**config.mk**
```make
export PLATFORM = sky130hd
export DESIGN_NAME = vote_argmax_classifier
export DESIGN_NICKNAME = d
export VERILOG_FILES = /design/src/rtl/vote_pkg.sv /design/src/rtl/vote_class_map.sv /design/src/rtl/vote_argmax_classifier.sv
export SDC_FILE = /design/constraint.sdc
export NUM_CORES = 1
export LEC_CHECK = 0
export ABC_AREA = 0
export CAP_MARGIN = 40
export CORE_MARGIN = 1
export CORE_UTILIZATION = 25
export CTS_BUF_LIST = sky130_fd_sc_hd__clkbuf_4
export CTS_CLUSTER_DIAMETER = 50
export DETAILED_ROUTE_END_ITERATION = 12
export DONT_BUFFER_PORTS = 1
export PLACE_DENSITY_LB_ADDON = 0.25
export SLEW_MARGIN = 20
export SYNTH_ARGS = -nofsm -noshare
export SYNTH_HDL_FRONTEND = slang
export SYNTH_SLANG_ARGS = --single-unit
```
**constraint.sdc**
```tcl
create_clock -name clk -period 7.8 [get_ports clk]
set_clock_uncertainty 0.1 [all_clocks]
set_input_delay 0.39 -clock clk [delete_from_list [all_inputs] [get_ports clk]]
set_output_delay 0.39 -clock clk [all_outputs]
set_load 0.02 [all_outputs]
```
**src/rtl/vote_pkg.sv**
```systemverilog
// Shared types and default sizing for the vote/argmax classifier.
// Optional feature macro used by the classifier: VOTE_SAT_EN.
package vote_pkg;

   localparam int NUM_CLASSES = 9;
   localparam int PKT_W       = 8;
   localparam int COUNT_W     = 16;

   typedef enum logic [1:0] {
      ACCUM = 2'd0,
      SCAN  = 2'd1,
      DONE  = 2'd2
   } vote_state_t;

endpackage

```
**src/rtl/vote_class_map.sv**
```systemverilog
// Packet-to-class reduction. Kept as its own block so the modulo mapping
// can later be replaced by a lookup table without touching the tally logic.
module vote_class_map #(
   parameter int NUM_CLASSES = vote_pkg::NUM_CLASSES,
   parameter int PKT_W       = vote_pkg::PKT_W,
   parameter int CLS_W       = $clog2(NUM_CLASSES)
) (
   input  logic [PKT_W-1:0] packet,
   output logic [CLS_W-1:0] class_idx
);
   import vote_pkg::*;

   // Remainder is always below NUM_CLASSES, so it fits in CLS_W bits.
   always_comb begin
      class_idx = CLS_W'(packet % PKT_W'(NUM_CLASSES));
   end

endmodule

```
**src/rtl/vote_argmax_classifier.sv**
```systemverilog
// Per-frame vote tally with argmax readout for the grid output stream.
// Votes accumulate per class; frame_end triggers a sequential scan for the
// largest counter (lowest index wins ties), then a one-cycle result pulse.
// Macro VOTE_SAT_EN: counters saturate and report saturation via overrun;
// without it counters wrap silently.
module vote_argmax_classifier #(
   parameter int NUM_CLASSES = vote_pkg::NUM_CLASSES,
   parameter int PKT_W       = vote_pkg::PKT_W,
   parameter int COUNT_W     = vote_pkg::COUNT_W,
   parameter int CLS_W       = $clog2(NUM_CLASSES)
) (
   input  logic               clk,
   input  logic               rst,
   input  logic [PKT_W-1:0]   packet_out,
   input  logic               packet_out_valid,
   input  logic               frame_end,
   input  logic               clr,
   output logic               busy,
   output logic               result_valid,
   output logic [CLS_W-1:0]   class_id,
   output logic [COUNT_W-1:0] max_count,
   output logic               overrun
);
   import vote_pkg::*;

   localparam logic [CLS_W-1:0] LAST_IDX = CLS_W'(NUM_CLASSES - 1);

   vote_state_t                          state_q, state_d;
   logic [NUM_CLASSES-1:0][COUNT_W-1:0]  cnt;
   logic [NUM_CLASSES-1:0]               hit;
   logic [CLS_W-1:0]                     vote_cls;
   logic [CLS_W-1:0]                     idx_q;
   logic [CLS_W-1:0]                     best_q;
   logic [COUNT_W-1:0]                   bestcnt_q;
   logic [COUNT_W-1:0]                   cur_cnt;
   logic                                 accept;
   logic                                 start;
   logic                                 scan_step;
   logic                                 finish;
   logic                                 ovr_set;

   vote_class_map #(
      .NUM_CLASSES (NUM_CLASSES),
      .PKT_W       (PKT_W),
      .CLS_W       (CLS_W)
   ) u_map (
      .packet    (packet_out),
      .class_idx (vote_cls)
   );

   assign busy    = (state_q != ACCUM);
   // Votes only land while accumulating; a same-cycle clr discards them.
   assign accept  = packet_out_valid && (state_q == ACCUM) && !clr;
   assign cur_cnt = cnt[idx_q];

   // One-hot counter select for the incoming vote.
   for (genvar g = 0; g < NUM_CLASSES; g++) begin : g_hit
      assign hit[g] = accept && (vote_cls == CLS_W'(g));
   end

`ifdef VOTE_SAT_EN
   logic sat_hit;
   assign sat_hit = accept && (cnt[vote_cls] == '1);
   assign ovr_set = (busy && (packet_out_valid || frame_end)) || sat_hit;
`else
   assign ovr_set = busy && (packet_out_valid || frame_end);
`endif

   // State register.
   always_ff @(posedge clk or posedge rst) begin
      if (rst) state_q <= ACCUM;
      else     state_q <= state_d;
   end

   // Next state and per-cycle control strobes; clr overrides everything.
   always_comb begin
      state_d   = state_q;
      start     = 1'b0;
      scan_step = 1'b0;
      finish    = 1'b0;
      if (clr) begin
         state_d = ACCUM;
      end else begin
         case (state_q)
            ACCUM: begin
               if (frame_end) begin
                  state_d = SCAN;
                  start   = 1'b1;
               end
            end
            SCAN: begin
               scan_step = 1'b1;
               if (idx_q == LAST_IDX) state_d = DONE;
            end
            DONE: begin
               finish  = 1'b1;
               state_d = ACCUM;
            end
            default: state_d = ACCUM;
         endcase
      end
   end

   // Per-class counters: cleared on abort and after the result is taken.
   always_ff @(posedge clk or posedge rst) begin
      if (rst) begin
         cnt <= '0;
      end else if (clr || finish) begin
         cnt <= '0;
      end else begin
         for (int i = 0; i < NUM_CLASSES; i++) begin
`ifdef VOTE_SAT_EN
            if (hit[i] && (cnt[i] != '1)) cnt[i] <= cnt[i] + 1'b1;
`else
            if (hit[i]) cnt[i] <= cnt[i] + 1'b1;
`endif
         end
      end
   end

   // Argmax scan: index 0 always loads so an empty frame reports class 0.
   always_ff @(posedge clk or posedge rst) begin
      if (rst) begin
         idx_q     <= '0;
         best_q    <= '0;
         bestcnt_q <= '0;
      end else if (clr || start) begin
         idx_q     <= '0;
         best_q    <= '0;
         bestcnt_q <= '0;
      end else if (scan_step) begin
         if ((idx_q == '0) || (cur_cnt > bestcnt_q)) begin
            best_q    <= idx_q;
            bestcnt_q <= cur_cnt;
         end
         idx_q <= idx_q + 1'b1;
      end
   end

   // Result registers: pulse on leaving DONE, values held until the next one.
   always_ff @(posedge clk or posedge rst) begin
      if (rst) begin
         result_valid <= 1'b0;
         class_id     <= '0;
         max_count    <= '0;
      end else begin
         result_valid <= finish;
         if (finish) begin
            class_id  <= best_q;
            max_count <= bestcnt_q;
         end
      end
   end

   // Sticky overrun flag, cleared only by clr or reset.
   always_ff @(posedge clk or posedge rst) begin
      if (rst)          overrun <= 1'b0;
      else if (clr)     overrun <= 1'b0;
      else if (ovr_set) overrun <= 1'b1;
   end

endmodule
```
# --- Yosys cells after proc, flatten, opt, wreduce, memory -nomap -nowiden ---
# Cells that the tools add are included.
totals:
  in_bits: 13
  regBits: 192
  output_inout_bits: 23
op_classes:
  n_lt_le_gt_ge: 2
  n_addsub: 10
  n_eq_ne: 13
  div: 1
  n_mux: 33
  n_reduce_logical: 35
op_table:
  columns: ["operator", "count"]
  rows:
  - ["$mux 16", 13]
  - ["$add 16x1->16 const B", 9]
  - ["$mux 144", 1]
  - ["$bmux 16 s4", 1]
  - ["$reduce_bool 2->1", 13]
  - ["$mux 4", 5]
  - ["$eq 4x3->1 const B", 4]
  - ["$gt 16x16->1", 1]
  - ["$logic_and 1x1->1", 12]
  - ["$mux 1", 9]
  - ["$eq 4x2->1 const B", 2]
  - ["$eq 4x4->1 const B", 2]
  - ["$logic_not 4->1", 2]
  - ["$mod 8x4->8 const B", 1]
  - ["$mux 2", 3]
  - ["$ne 3x3->1 const B", 2]
  - ["$lt 4x5->1 const B", 1]
  - ["$add 4x1->4 const B", 1]
  - ["$eq 4x1->1 const B", 1]
  - ["$logic_or 1x1->1", 4]
  - ["$pmux 2 s2", 1]
  - ["$reduce_and 2->1", 2]
  - ["$eq 2x1->1 const B", 1]
  - ["$eq 2x2->1 const B", 1]
  - ["2 further kinds", 2]

# --- Depth between registers and ports, before layout ---
depth:
  word_depth: 7
  ltp_mapped: 24
  depth_no_buf: 18

# --- Hierarchy ---
# From an unflattened synthesis, not the netlist that was laid out.
unflattened:
  cells_unflattened: 1138
  area_unflattened_um2: 11354.6
by_module_without_submodules:
  columns: ["module", "instances", "seq_area_each_um2", "area_each_um2", "cells_each"]
  rows:
  - ["vote_argmax_classifier", 1, 4804.6, 10550.1, 1035]
  - ["vote_class_map", 1, 0.0, 804.5, 103]

# --- Worst setup path after synthesis ---
# Ideal clock, no wire load.
synth_timing:
  path_type: "reg2reg"
  from: "register idx_q[1]"
  to: "register best_q[2]"
  path_buffers: 4
  setup_slack_ns: 3.043
  arrival_ns: 4.579
  path_stages_with_launch: 20
  t_required_ns: 7.622
  path_cell_list: "dfrtp_1 clkbuf_1 clkbuf_1 clkbuf_1 mux4_2 mux2i_1 o21ai_0 ha_1 nor2b_1 o21a_1 o21a_1 o21a_1 o21a_1 o21a_1 o21a_1 o31ai_1 a21oi_1 buf_1 nand2b_1 a21oi_1"
synth_via:
  elab_chain_cells: 6
  word_cells_on_any_way: 7
  classes_between: "1 x order compare; 2 x mux; 4 x reduce/logical"
synth_lines:
  columns: ["element", "line", "rtl"]
  rows:
  - ["start: declaration", "vote_argmax_classifier.sv:32", "logic [CLS_W-1:0] idx_q;"]
  - ["start signal: assignment", "vote_argmax_classifier.sv:136", "idx_q <= idx_q + 1'b1;"]
  - ["$bmux 16 s4", "vote_argmax_classifier.sv:54", "assign cur_cnt = cnt[idx_q];"]
  - ["$mux 16 (implied by the code)", "vote_argmax_classifier.sv:54", null]
  - ["$gt 16x16->1", "vote_argmax_classifier.sv:132", "if ((idx_q == '0) || (cur_cnt > bestcnt_q)) begin"]
  - ["$logic_or 1x1->1 (*)", "vote_argmax_classifier.sv:132", null]
  - ["$reduce_bool 2->1 (no line) (*)", null, null]
  - ["$reduce_and 2->1 (no line) (*)", null, null]
  - ["end signal: assignment", "vote_argmax_classifier.sv:133", "best_q <= idx_q;"]
  - ["end: declaration", "vote_argmax_classifier.sv:33", "logic [CLS_W-1:0] best_q;"]
# Mark *: on every way between the ends. The rest lies on a longest branch, timed or not. The select of a mux whose other input is x is not followed.
# A chain may end at the register's enable or synchronous reset.

# --- Final worst setup path ---
layout_timing:
  from: "register idx_q[1]"
  to: "register bestcnt_q[2]"
layout_via:
  elab_chain_cells: 6
  word_cells_on_any_way: 10
  classes_between: "1 x order compare; 5 x mux; 4 x reduce/logical"
layout_lines:
  columns: ["element", "line", "rtl"]
  rows:
  - ["$bmux 16 s4", "vote_argmax_classifier.sv:54", null]
  - ["$mux 16 (implied by the code)", "vote_argmax_classifier.sv:54", null]
  - ["$gt 16x16->1", "vote_argmax_classifier.sv:132", null]
  - ["$logic_or 1x1->1", "vote_argmax_classifier.sv:132", null]
  - ["$reduce_bool 2->1 (no line)", null, null]
  - ["$reduce_and 2->1 (no line)", null, null]
  - ["end signal: assignment", "vote_argmax_classifier.sv:134", "bestcnt_q <= cur_cnt;"]
  - ["end: declaration", "vote_argmax_classifier.sv:34", "logic [COUNT_W-1:0] bestcnt_q;"]
# Parallel ways exist; a longest one is shown, timed or not. The select of a mux whose other input is x is not followed.

==> impl_results.md <==
* Status: finished, violations left
* Failing checks: design-rule violations
* Wire length per cell at 16.84 um
* Cells along the critical path: buf_4 -> mux4_2 -> mux2i_1 -> o21ai_0 -> ha_1 -> nor2b_1 -> o21a_1 -> o21a_1 -> o21a_1 -> o21a_1 -> o21a_1 -> o21a_1 -> o31ai_1 -> a21oi_2 -> buf_4 -> mux2i_1 -> nor2_1
* Power per Cell Area at 138.2 nW/um^2
* Post-Syn Area at 11850 sq um
* Int Pwr at 0.001238 W
* First-pass GRT wire length at 50110 um
* Tot Pwr at 0.001775 W
* Met3 usage at 0.02029
* Number of distinct library cells after synthesis at 81
* PostCTS Resize Cnt at 0
* Area Growth Syn to Fin at 8.392%
* Routing usage on met2 at 0.2078
* R2r startpoint: idx_q[1]
* Synth Warn # at 0
* Hold Path End: best_q[3]
* Tcrit/Tclk final at 0.6650
* Final setup violation count at 0
* Largest net degree at the start of global routing at 92
* Hold Vio Cnt, Final at 0
* Gpl congestion at 0.7775
* Cts bufs inserted at 17
* HP Class: input port to flip-flop
* Ratio of cells with drive above 1 in the final layout at 0.1081
* Worst skew pair latency at 640 ps
* Max cap viols at 0
* #FFs+latches synth at 192
* Minimum clock period at 5187 ps
* Clock sink count at 192
* Internal reg-to-reg setup slack at 2610 ps
* Pre-CTS WS at 2444 ps
* Drc violations at 9
* Sw Ratio at 0.3027
* Grt ovf at 0
* Post-synth top area share at 0.4054
* Crit path max-delay family: compound AO/OA/AOI/OAI gates
* Sequential Power Share at 0.569
* Max stage delay on crit path at 830 ps
* CORE AREA at 46650 sq um
* FP Rows at 79
* Worst slew pin tran at 744.7 ps
* Routed WL at 30800 um
* GRT Max-Usage Layer: met2
* Clk pwr share at 0.304
* Sequential share of the synthesized area at 0.4054
* Vias at 9255
* Hold_buf cts at 4
* Syn Inst Count at 1236
* CP max FO at 22
* Slew HR at 0.5035
* Setup Fix Bufs, Post-CTS at 0
* Peak supply drop at 0.08653 mV
* CP startpoint kind: flip-flop
* WHS Path Cells at 3
* CTS tree: built
* Setup CP Type: flip-flop to flip-flop
* Syn Area/Cell at 9.589 sq um
* HPWL Detailed at 22200 um
* Element type at the critical path end: flip-flop
* Reg2Reg Depth at 17
* Post-synth EDFFs at 0
* LEAKAGE at 5.041 nW
* Min-delay src: frame_end
* Die W at 219.7 um
* Most frequent cells in the layout: dfrtp_1 (190), nand2_1 (109), nor2_1 (91), a21oi_1 (77), o21ai_0 (70)
* 1st-iter DRT viols at 710
* Setup_tns at 0 ps
* Antenna violations before repair at 1
* Area leader, netlist: dfrtp_1
* # nets final at 1253
* # port buffers at 0
* Clk slew on worst S/H paths at 180 ps
* Predominant post-synthesis flop cell: dfrtp_1
* Worst endpoint required time at 8220 ps
* Setup ws final at 2613 ps
* RSZ-0062 raised after global routing: false
* Total GRT Usage at 0.1328
* Highest Clock Rate at 192.8 MHz
* H-tree depth at 4
* Crit path launch: idx_q[1]
* Clk buf depth at 2
* CP Data Arrival Time at 5600 ps
* Vias/cell at 5.060
* Die area at 48290 sq um
* CTS root buf: clkbuf_4
* Post-synth ARST share at 1.000
* Combinational power share at 0.127
* Post-DRT Antenna Nets at 0
* Io pins at 36
* GRT met1 Usage at 0.1865
* P_sw at 0.0005372 W
* Initial Util at 0.2540
* Slowest CP cell: dfrtp_2
* Worst r2r dst: bestcnt_q[2]
* Syn_nets at 1280
* Worst Path Buf+Inv at 2
* Die Span Y at 219.7 um
* Vias in the first global route at 8822
* First-pass iteration count of the detailed router at 9
* Count of pins over their slew limit at 0
* Dominant cells by area after synthesis: dfrtp_1 (41%), mux4_2 (6.1%), mux2i_1 (4.3%), nand2_1 (3.5%), a21oi_1 (3.3%)
* Top cell by count, worst path: o21a_1
* Most common cell after layout, fill and taps aside: dfrtp_1
[cells by family after synthesis]
family / synth area share
adder cells (fa/ha/maj): 0.03272
XOR/XNOR: 0.03769
multiplexers: 0.1248
flip-flops: 0.4054
buffers and inverters: 0.04022
AND/OR/NAND/NOR: 0.2250
AO/OA/AOI/OAI: 0.1343
[routing by layer]
metal,wire length (um),up-vias,share of wire
met5,0,-,0
met4,478,0,0.016
met3,947,19,0.031
met2,14130,152,0.46
met1,15240,4579,0.49
li1,-,4505,-
[per-stage QoR]
stage / utilization / hold WS, ps / area, sq um / std cells
final: 0.2754 / 57.67 / 12850 / 1829
after global routing: 0.2754 / 36.21 / 12850 / 1829
after CTS: 0.2744 / 53.01 / 12800 / 1824
after detailed placement: 0.2680 / 157.3 / 12500 / 1789
after global placement: 0.2661 / 355.6 / 12410 / 1785
after floorplan: - / 353.5 / 11850 / 1236
[state kept, by name, indices dropped and copies added, names as in the netlist]
name and count:
overrun 1, state_q 2, cnt 144, bestcnt_q 16, class_id 4, max_count 16
idx_q 4, best_q 4, result_valid 1
[cell usage after synthesis, drive strengths merged (22+ instances only)]
cell type / n
a21oi: 80
nand2: 109
mux2: 22
or4: 25
mux4: 32
nand4: 42
nand3: 58
buf: 24
o21ai: 71
xor2: 35
and3: 34
nor2: 92
inv: 43
ha: 31
o31ai: 26
or3: 48
mux2i: 51
dfrtp: 192
clkbuf: 45
[worst max path at each step]
stage,to,slack (ps),cells past startpoint
2_1_floorplan,best_q[0],2080,1
3_3_place_gp,cnt[140],2070,17
3_5_place_dp,cnt[143],2440,18
4_1_cts,bestcnt_q[2],2580,17
5_1_grt,bestcnt_q[0],2290,16
6_report,bestcnt_q[2],2610,17
[cell type report]
type / instances / area (sq um)
multi-input cells: 932 / 6600
repair buffers: 23 / 251.5
diodes: 1 / 2.502
flip-flops and latches: 192 / 4807
clock inverters: 14 / 130.1
fillers: 4970 / 33810
well taps: 607 / 759.5
inverters: 43 / 168.9
clock buffers: 17 / 127.6
[power groups by stage]
| stage | Clock, W | Sequential [W] | Combinational [W] |
|---|---|---|---|
| 2_1_floorplan | 0 | 0.00102 | 0.000182 |
| 3_3_place_gp | 0 | 0.00103 | 0.000217 |
| 3_5_place_dp | 0 | 0.00103 | 0.000222 |
| 4_1_cts | 0.000574 | 0.00101 | 0.000226 |
| 5_1_grt | 0.000607 | 0.00101 | 0.000252 |
| 6_report | 0.000540 | 0.00101 | 0.000226 |
[worst reg2reg max path, cell delays in order (launching register included)]
cell and delay (ps):
dfrtp_2 830, buf_4 390, mux4_2 390, mux2i_1 370, o21ai_0 260, ha_1 360, nor2b_1 130, o21a_1 160
o21a_1 160, o21a_1 160, o21a_1 160, o21a_1 160, o21a_1 170, o31ai_1 520, a21oi_2 210, buf_4 280
mux2i_1 190, nor2_1 60
No activity file was read; power rests on OpenSTA's default activity.
